## src/rtl/vga_pattern_core_if.sv

```systemverilog
`default_nettype none
// ============================================================================
// Module      : vga_pattern_core_if
// Description : Config/scroll handshake bundle for vga_pattern_core.
//               master: the side that offers config words and scroll strobes.
//               slave : the pattern core, which returns cfg_ready.
//   cfg_in[7:0]     config word (freeze | mode[2:0] | div[1:0] | primary[1:0])
//   cfg_valid       config offer
//   cfg_ready       core can accept a config this cycle
//   scroll_in[7:0]  new vertical offset
//   scroll_valid    scroll strobe
// Revision    : 1.0 - initial release
// ============================================================================
interface vga_pattern_core_if;
  logic [7:0] cfg_in;
  logic       cfg_valid;
  logic       cfg_ready;
  logic [7:0] scroll_in;
  logic       scroll_valid;

  modport master (
    output cfg_in, cfg_valid, scroll_in, scroll_valid,
    input  cfg_ready
  );

  modport slave (
    input  cfg_in, cfg_valid, scroll_in, scroll_valid,
    output cfg_ready
  );
endinterface
`default_nettype wire

```

## src/rtl/vga_pattern_core.sv

```systemverilog
`default_nettype none
// ============================================================================
// Module      : vga_pattern_core
// Description : VGA test-pattern engine. Turns beam position and blanking from
//               vga_sync into BPC-bit RGB, with a PIPE-stage output pipeline
//               (blanking delayed to match), frame-boundary config updates via
//               a valid/ready handshake, and a freezable frame counter.
// Ports       : clk, reset (sync, active-high), ena, h, v, visible,
//               hblank_in, vblank_in, frame_end, cfg_if (slave),
//               pass_in, r/g/b, hblank_o, vblank_o, t
// Revision    : 1.0 - initial release
// ============================================================================
module vga_pattern_core #(
  parameter int BPC  = 8,
  parameter int HW   = 10,
  parameter int VW   = 10,
  parameter int TW   = 12,
  parameter int PIPE = 1
) (
  input  wire logic            clk,
  input  wire logic            reset,
  input  wire logic            ena,
  input  wire logic [HW-1:0]   h,
  input  wire logic [VW-1:0]   v,
  input  wire logic            visible,
  input  wire logic            hblank_in,
  input  wire logic            vblank_in,
  input  wire logic            frame_end,
  vga_pattern_core_if.slave    cfg_if,
  input  wire logic [BPC-1:0]  pass_in,
  output logic      [BPC-1:0]  r,
  output logic      [BPC-1:0]  g,
  output logic      [BPC-1:0]  b,
  output logic                 hblank_o,
  output logic                 vblank_o,
  output logic      [TW-1:0]   t
);

  // Wide working width: one guard bit above the widest operand so that
  // sums feeding a right shift keep their carry.
  localparam int C_MAXHV = (HW > VW) ? HW : VW;
  localparam int C_WW    = ((C_MAXHV > TW) ? C_MAXHV : TW) + 1;
  localparam int C_SW    = 3 * BPC + 2;

  typedef enum logic [0:0] {ST_IDLE = 1'b0, ST_PEND = 1'b1} state_t;

  state_t     r_state;
  logic [7:0] r_active;
  logic [7:0] r_shadow;
  logic [7:0] r_voffset;
  logic [TW-1:0] r_t;

  wire logic       w_pending = (r_state == ST_PEND);
  wire logic [2:0] w_mode    = r_active[6:4];
  wire logic [1:0] w_div     = r_active[3:2];
  wire logic [1:0] w_prim    = r_active[1:0];
  wire logic       w_apply   = w_pending & frame_end;

  assign cfg_if.cfg_ready = ~w_pending & ~reset;
  assign t = r_t;

  // --------------------------------------------------------------------------
  // Config FSM, scroll register and frame counter
  // --------------------------------------------------------------------------
  always_ff @(posedge clk) begin
    if (reset) begin
      r_state   <= ST_IDLE;
      r_active  <= cfg_if.cfg_in;
      r_shadow  <= 8'd0;
      r_voffset <= 8'd0;
      r_t       <= '0;
    end else begin
      // Freeze bit comes from the config in use before any swap this cycle.
      if (frame_end && !r_active[7])
        r_t <= r_t + 1'b1;

      if (cfg_if.scroll_valid && hblank_in && (w_mode != 3'd0))
        r_voffset <= cfg_if.scroll_in;

      case (r_state)
        ST_IDLE: begin
          // An offer taken on a frame_end cycle waits for the next frame_end.
          if (cfg_if.cfg_valid) begin
            r_shadow <= cfg_if.cfg_in;
            r_state  <= ST_PEND;
          end
        end
        ST_PEND: begin
          if (w_apply) begin
            r_active  <= r_shadow;
            r_voffset <= 8'd0;    // overrides a same-cycle scroll
            r_state   <= ST_IDLE;
          end
        end
        default: r_state <= ST_IDLE;
      endcase
    end
  end

  // --------------------------------------------------------------------------
  // Pattern generation
  // --------------------------------------------------------------------------
  logic [VW-1:0]     w_vvn;
  logic [C_WW-1:0]   w_hx, w_vv, w_tx;
  logic [BPC-1:0]    w_a, w_bb, w_cc;
  logic [3*BPC-1:0]  w_ramp, w_pat, w_gated;
  logic              w_s, w_chk;

  always_comb begin
    w_vvn = v + VW'(r_voffset);
    w_hx  = C_WW'(h);
    w_vv  = C_WW'(w_vvn);
    w_tx  = C_WW'(r_t);
    w_a   = BPC'(w_hx >> w_div);
    w_bb  = w_vvn[BPC-1:0];
    w_cc  = r_t[BPC-1:0];
    // Bar select uses raw v: divided h in the top band, raw h below.
    w_s   = (v < VW'(256)) ? w_hx[w_div] : h[0];
    w_chk = |(((w_hx ^ w_vv) >> ({1'b0, w_div} + 3'd3)) & C_WW'(1));

    case (w_prim)
      2'd0:    w_ramp = {w_a,  w_bb, w_cc};
      2'd1:    w_ramp = {w_cc, w_a,  w_bb};
      2'd2:    w_ramp = {w_bb, w_cc, w_a};
      default: w_ramp = {w_a,  w_a,  w_a};
    endcase

    case (w_mode)
      3'd0: w_pat = {pass_in, pass_in, pass_in};
      3'd1: w_pat = w_ramp;
      3'd2: w_pat = w_ramp ^ {(3*BPC){w_s}};
      3'd4: w_pat = {BPC'(w_hx ^ w_vv),
                     BPC'(w_hx & w_vv),
                     BPC'(w_hx - w_vv + w_tx)};
      3'd5: w_pat = {BPC'(((w_hx + (w_tx >> 3)) >> 1) ^ ((w_vv + (w_tx >> 3)) >> 1)),
                     BPC'((w_hx + (w_tx >> 2)) ^ (w_vv + (w_tx >> 1))),
                     BPC'(((w_hx + (w_tx >> 1)) << 1) ^ ((w_vv + (w_tx >> 2)) << 1))};
      3'd6: w_pat = {BPC'((w_hx >> 1) ^ (w_vv >> 1)),
                     BPC'(w_hx ^ w_vv),
                     BPC'((w_hx << 1) ^ (w_vv << 1))};
      3'd7: w_pat = {(3*BPC){w_chk}};
      default: w_pat = '0;
    endcase

    w_gated = (visible && ena) ? w_pat : '0;
  end

  wire logic [C_SW-1:0] w_stage = {w_gated, hblank_in, vblank_in};

  // --------------------------------------------------------------------------
  // Output pipeline: colour and blanking travel together
  // --------------------------------------------------------------------------
  generate
    if (PIPE == 0) begin : g_pipe_comb
      assign {r, g, b, hblank_o, vblank_o} = w_stage;
    end else begin : g_pipe_reg
      logic [C_SW-1:0] r_pipe [PIPE];

      always_ff @(posedge clk) begin
        if (reset) begin
          for (int i = 0; i < PIPE; i++) r_pipe[i] <= '0;
        end else begin
          r_pipe[0] <= w_stage;
          for (int i = 1; i < PIPE; i++) r_pipe[i] <= r_pipe[i-1];
        end
      end

      assign {r, g, b, hblank_o, vblank_o} = r_pipe[PIPE-1];
    end
  endgenerate

endmodule
`default_nettype wire
```

## src/flat_wrapper.sv

```systemverilog
// flat-port wrapper written by rule: the top's interface ports become plain ports
module vga_pattern_core_flat 
#(
  parameter int BPC  = 8,
  parameter int HW   = 10,
  parameter int VW   = 10,
  parameter int TW   = 12,
  parameter int PIPE = 1
)
  (clk, reset, ena, h, v, visible, hblank_in, vblank_in, frame_end, pass_in, r, g, b, hblank_o, vblank_o, t, cfg_if_cfg_in, cfg_if_cfg_valid, cfg_if_scroll_in, cfg_if_scroll_valid, cfg_if_cfg_ready);
  vga_pattern_core_if cfg_if_i ();
  input  wire logic clk;
  input  wire logic reset;
  input  wire logic ena;
  input  wire logic [HW-1:0] h;
  input  wire logic [VW-1:0] v;
  input  wire logic visible;
  input  wire logic hblank_in;
  input  wire logic vblank_in;
  input  wire logic frame_end;
  input  wire logic [BPC-1:0] pass_in;
  output logic      [BPC-1:0] r;
  output logic      [BPC-1:0] g;
  output logic      [BPC-1:0] b;
  output logic hblank_o;
  output logic vblank_o;
  output logic      [TW-1:0] t;
  input wire logic [$bits(cfg_if_i.cfg_in)-1:0] cfg_if_cfg_in;
  input wire logic [$bits(cfg_if_i.cfg_valid)-1:0] cfg_if_cfg_valid;
  input wire logic [$bits(cfg_if_i.scroll_in)-1:0] cfg_if_scroll_in;
  input wire logic [$bits(cfg_if_i.scroll_valid)-1:0] cfg_if_scroll_valid;
  output wire logic [$bits(cfg_if_i.cfg_ready)-1:0] cfg_if_cfg_ready;
  assign cfg_if_i.cfg_in = cfg_if_cfg_in;
  assign cfg_if_i.cfg_valid = cfg_if_cfg_valid;
  assign cfg_if_i.scroll_in = cfg_if_scroll_in;
  assign cfg_if_i.scroll_valid = cfg_if_scroll_valid;
  assign cfg_if_cfg_ready = cfg_if_i.cfg_ready;
  vga_pattern_core #(.BPC(BPC), .HW(HW), .VW(VW), .TW(TW), .PIPE(PIPE)) u_core (.clk(clk), .reset(reset), .ena(ena), .h(h), .v(v), .visible(visible), .hblank_in(hblank_in), .vblank_in(vblank_in), .frame_end(frame_end), .cfg_if(cfg_if_i), .pass_in(pass_in), .r(r), .g(g), .b(b), .hblank_o(hblank_o), .vblank_o(vblank_o), .t(t));
endmodule
```

## config.mk

```make
export PLATFORM = sky130hd
export DESIGN_NAME = vga_pattern_core_flat
export DESIGN_NICKNAME = d
export VERILOG_FILES = /design/src/rtl/vga_pattern_core_if.sv /design/src/rtl/vga_pattern_core.sv /design/src/flat_wrapper.sv
export SDC_FILE = /design/constraint.sdc
export NUM_CORES = 1
export LEC_CHECK = 0
export CAP_MARGIN = 20
export CORE_MARGIN = 2
export CORE_UTILIZATION = 57
export DETAILED_ROUTE_END_ITERATION = 10
export GPL_TIMING_DRIVEN = 1
export PLACE_DENSITY = 0.83
export SYNTH_ARGS = -nofsm -noshare
export SYNTH_HDL_FRONTEND = slang
export SYNTH_SLANG_ARGS = --single-unit
```

## constraint.sdc

```tcl
create_clock -name clk -period 4.9 [get_ports clk]
set_input_delay 0.49 -clock clk [delete_from_list [all_inputs] [get_ports clk]]
set_output_delay 0.49 -clock clk [all_outputs]
set_load 0.05 [all_outputs]
```

==> results.md <==
- The flow ran to the end, and the final reports show no timing, DRC or antenna violations.
- The largest fanout of any net on the critical path is 8.
- Summing the sequential cell areas from Yosys gives between 20% and 30% of the chip area.
- The height of the die is 112 um.
- The number of vias per cell is about 6.6.
- The setup check on the worst reg-to-reg path leaves a slack of around 0.85 ns.
- The initial antenna violation count is 0.
- The mapped netlist covers 0.00669 mm2.
- In this run, synthesis inferred 8 flip-flops with an integrated enable.
- The worst hold path begins at u_core.r_voffset[3]$_SDFF_PP0_.
- The count of distinct cell types in the synthesized netlist is around 70.
- The buffers inserted during post-CTS setup optimization is 0.
- At the pin with the least slew margin, the transition time is between 1 and 1.5 ns.
- The cell sitting at the root of the clock tree is a sky130_fd_sc_hd__clkbuf_16.
- The leading register cell type out of synthesis is sky130_fd_sc_hd__dfxtp_1.
- The depth of the CTS H-tree is 3.
- Along the worst hold path, the cell count comes to 2.
- Across all layers, the routed design uses slightly below 7000 vias.
- The met2 track utilization from global routing is a little over three fifths.
- The average routed wire per standard cell is approximately 25 um.
- Setup repair after global routing left no endpoint under its margin.
- The number of nets handed over by synthesis was roughly 950.
- The count of final max-slew check failures is 0.
- After the flow finishes, the layout carries non-filler instances totaling ~1000.
- The number of instances resized during post-cts repair is 0.
- The sum of overflow across all layers after global routing is 0.
- The area of the die is roughly 0.013 mm2.
- The type of the setup path with the least slack is input port to flop.
- Wires add up to about 26000 um.
- Routability-driven placement finished with a final weighted congestion of around 1.1.
- Before antenna repair, the detailed router went through 7 iterations.
- The TritonCTS clock tree is yes.
- The initial standard-cell utilization of the core is between 50 and 60%.
- The busiest layer in global routing is met2.
- The worst-case IR drop observed on VDD is ~0.00041 V.
- Entering global routing, the biggest net connects 47 pins.
- The net count reported at finish is roughly 1000.
- The count of nets left with antenna violations once routing finished came out at 0.
- After clock tree synthesis, the clock-pin slew on the worst setup and hold paths is roughly 0.06 ns.
- The clock latency of the later-clocked register in the worst-skew pair is 0.35 ns.
- Clock tree synthesis inserted a total of 9 buffers.
- The number of global-route vias before repair is 6740.
- The floorplan step set the die width to ~110 um.
- Of the cells placed in the final design, the portion with a size suffix greater than 1 is approximately 7.5%.
- Port buffering added a little over 90 buffers.
- The deepest clock path buffer count is 2.
- The area added between synthesis and finish is 20.2%.
- The routed design could run at a clock period as short as 4.31 ns.
- For this run, the number of Yosys warnings is 0.
- Once layout is complete, the utilization of the core stands at roughly 70%.
- The post-synthesis async set-or-reset flop share is 0%.
- Based on the critical path, the design can be clocked at up to around 230 MHz.
- The power per unit of standard cell area is approximately 270 mW/mm2.
- After synthesis the netlist holds a flip-flop and latch count of 63.
- The met3 usage is 9.61%.
- The worst reg2reg path startpoint is u_core.r_voffset[0]$_SDFF_PP0_.
- 0 antenna diodes ended up in the layout.
- The detailed placement HPWL is around 19000 um.
- The type of origin of the critical path is an input port.
- The standby leakage power is approximately 3.4 nW.
- The I/O pin count is 92.
- The cts-stage hold buffer count is 0.
- After layout, the worst path uses between 80% and 90% of the clock period.
- The remaining routing DRC violations is 0.
- The worst hold path terminates at u_core.r_voffset[3]$_SDFF_PP0_.
- The first global-routing pass estimated around 38000 um of wire.
- The path category of the worst min-delay check is flop to flop.
- In the synthesized netlist, the number of instances is about 810.
- The number of placed cells counting well taps is 1024.
- Across the routed clock network, the largest skew measured is roughly 0.0068 ns.
- The arrival time at the worst endpoint is between 4 and 5 ns.
- The number of failing hold endpoints at the final stage is 0.
- The total routing usage reported by global routing is approximately 40%.
- The worst-case reg-to-reg path depth is 13.
- In this run the critical register-to-register path is captured at u_core.g_pipe_reg.r_pipe[0][8]$_SDFF_PP0_.
- CTS saw 63 sinks.
- Measured against its own limit, the worst slew margin works out to between 30% and 40%.
- Setup total negative slack on the finished layout was measured at 0 ns.
- The max-capacitance violation count is 0.
- STA classifies the critical path endpoint as a flop.
- The number of cell rows is 39.
- In this run the mean area of a mapped cell was 8.22 um2.
- The area of the core region is 0.0114 mm2.
- For the worst setup path, the data required time is approximately 5.1 ns.
- Setup violations remaining at the end of the flow were counted as 0.
- The iteration-0 DRC count of the detailed router is approximately 740.
- The met1 capacity usage during global routing is between 50% and 60%.
-- final cells by class --
type | instances | area, um2
clock buffers | 9 | 225
clock inverters | 7 | 97.6
fillers | 868 | 3370
inverters | 26 | 97.6
multi-input cells | 685 | 5070
flip-flops and latches | 63 | 1340
well taps | 143 | 179
repair buffers | 107 | 1030
-- worst max-delay path, cell delays in order --
cell and delay (ns):
sky130_fd_sc_hd__clkdlybuf4s50_1 0.41, sky130_fd_sc_hd__ha_1 0.24, sky130_fd_sc_hd__fa_1 0.46, sky130_fd_sc_hd__a211oi_2 0.32, sky130_fd_sc_hd__nor4b_1 0.09, sky130_fd_sc_hd__or3b_1 0.59, sky130_fd_sc_hd__ha_1 0.42, sky130_fd_sc_hd__mux4_2 0.49
sky130_fd_sc_hd__nand2_2 0.20, sky130_fd_sc_hd__o21ai_1 0.12, sky130_fd_sc_hd__nor2b_1 0.18, sky130_fd_sc_hd__a311o_1 0.32, sky130_fd_sc_hd__a21oi_1 0.12, sky130_fd_sc_hd__a21oi_1 0.07
-- Yosys cell counts (21+ instances only) --
| library cell | count | area (um2) |
|---|---|---|
| sky130_fd_sc_hd__nand2_1 | 82 | 308 |
| sky130_fd_sc_hd__xor2_1 | 22 | 193 |
| sky130_fd_sc_hd__inv_1 | 25 | 93.8 |
| sky130_fd_sc_hd__mux2i_1 | 43 | 430 |
| sky130_fd_sc_hd__a211oi_1 | 21 | 158 |
| sky130_fd_sc_hd__xnor2_1 | 54 | 473 |
| sky130_fd_sc_hd__nor2_1 | 72 | 270 |
| sky130_fd_sc_hd__o21ai_0 | 34 | 170 |
| sky130_fd_sc_hd__a21oi_1 | 79 | 395 |
| sky130_fd_sc_hd__clkbuf_1 | 25 | 93.8 |
| sky130_fd_sc_hd__ha_1 | 67 | 838 |
| sky130_fd_sc_hd__dfxtp_1 | 55 | 1100 |
-- where the power goes --
group          total [mW]  switching (mW)  internal [mW]
registers           0.589          0.0394          0.550
logic               0.871           0.516          0.355
clock network       0.715           0.270          0.446
-- worst max-delay path by stage --
stage	from	to	slack (ns)	cells after the start
after global placement	v[0]	u_core.g_pipe_reg.r_pipe[0][8]$_SDFF_PP0_	0.36	14
after floorplan	v[0]	u_core.g_pipe_reg.r_pipe[0][8]$_SDFF_PP0_	1.20	14
after CTS	v[0]	u_core.g_pipe_reg.r_pipe[0][8]$_SDFF_PP0_	0.65	14
after detailed placement	v[0]	u_core.g_pipe_reg.r_pipe[0][8]$_SDFF_PP0_	0.30	14
after global routing	v[0]	u_core.g_pipe_reg.r_pipe[0][8]$_SDFF_PP0_	0.46	14
final	v[0]	u_core.g_pipe_reg.r_pipe[0][8]$_SDFF_PP0_	0.59	14
-- cell families (layout without fill, tap and decap cells) --
group | count (synthesis) | in the layout | synth area share, %
AND/OR/NAND/NOR | 231 | 231 | 15.8
buffers and inverters | 66 | 149 | 4.19
flip-flops | 63 | 63 | 20.0
AO/OA/AOI/OAI | 230 | 230 | 21.6
XOR/XNOR | 79 | 79 | 11.0
multiplexers | 65 | 65 | 11.0
adder cells (fa/ha/maj) | 80 | 80 | 16.4
-- layer usage --
metal | wire [um] | vias to the layer above
met5 | 0 | -
met4 | 1280 | 0
met3 | 2800 | 112
met2 | 11400 | 455
met1 | 10000 | 3221
li1 | - | 3114
-- placed cells by master, fill, tap and decap left out, types with 5 or more instances in the layout --
cell type                         Yosys  routed
sky130_fd_sc_hd__clkdlybuf4s50_1      0      91
sky130_fd_sc_hd__nand2_1             82      82
sky130_fd_sc_hd__a21oi_1             79      79
sky130_fd_sc_hd__nor2_1              72      72
sky130_fd_sc_hd__ha_1                67      67
sky130_fd_sc_hd__dfxtp_1             55      55
sky130_fd_sc_hd__xnor2_1             54      54
sky130_fd_sc_hd__mux2i_1             43      43
sky130_fd_sc_hd__o21ai_0             34      34
sky130_fd_sc_hd__inv_1               25      25
sky130_fd_sc_hd__xor2_1              22      22
sky130_fd_sc_hd__a211oi_1            21      21
sky130_fd_sc_hd__a21o_1              18      18
sky130_fd_sc_hd__o21ai_1             16      16
sky130_fd_sc_hd__mux2_2              16      16
sky130_fd_sc_hd__buf_4                1      16
sky130_fd_sc_hd__nor2b_1             14      14
sky130_fd_sc_hd__fa_1                13      13
sky130_fd_sc_hd__a31oi_1             12      12
sky130_fd_sc_hd__nand3_1             11      11
sky130_fd_sc_hd__nand2b_1            11      11
sky130_fd_sc_hd__nor3_1              10      10
sky130_fd_sc_hd__clkbuf_16            0       9
sky130_fd_sc_hd__edfxtp_1             8       8
sky130_fd_sc_hd__o211ai_1             7       7
sky130_fd_sc_hd__o21a_1               7       7
sky130_fd_sc_hd__mux4_2               5       5
-- through the flow --
stage	setup slack, ns	hold WS (ns)	total power, mW	instance area [um2]
floorplan	1.20	0.440	1.16	6690
global placement	0.357	0.448	1.42	7720
detailed placement	0.301	0.453	1.43	7720
CTS	0.649	0.461	2.15	8040
global route	0.457	0.481	2.24	8040
finish	0.590	0.460	2.18	8040
-- flip-flops by register name (all words and copies together) (netlist names) --
signal,cells
u_core.r_active,8
u_core.r_shadow,8
u_core.g_pipe_reg.r_pipe,26
u_core.r_state,1
u_core.t,12
u_core.r_voffset,8
Power figures use the tool's default switching activity.
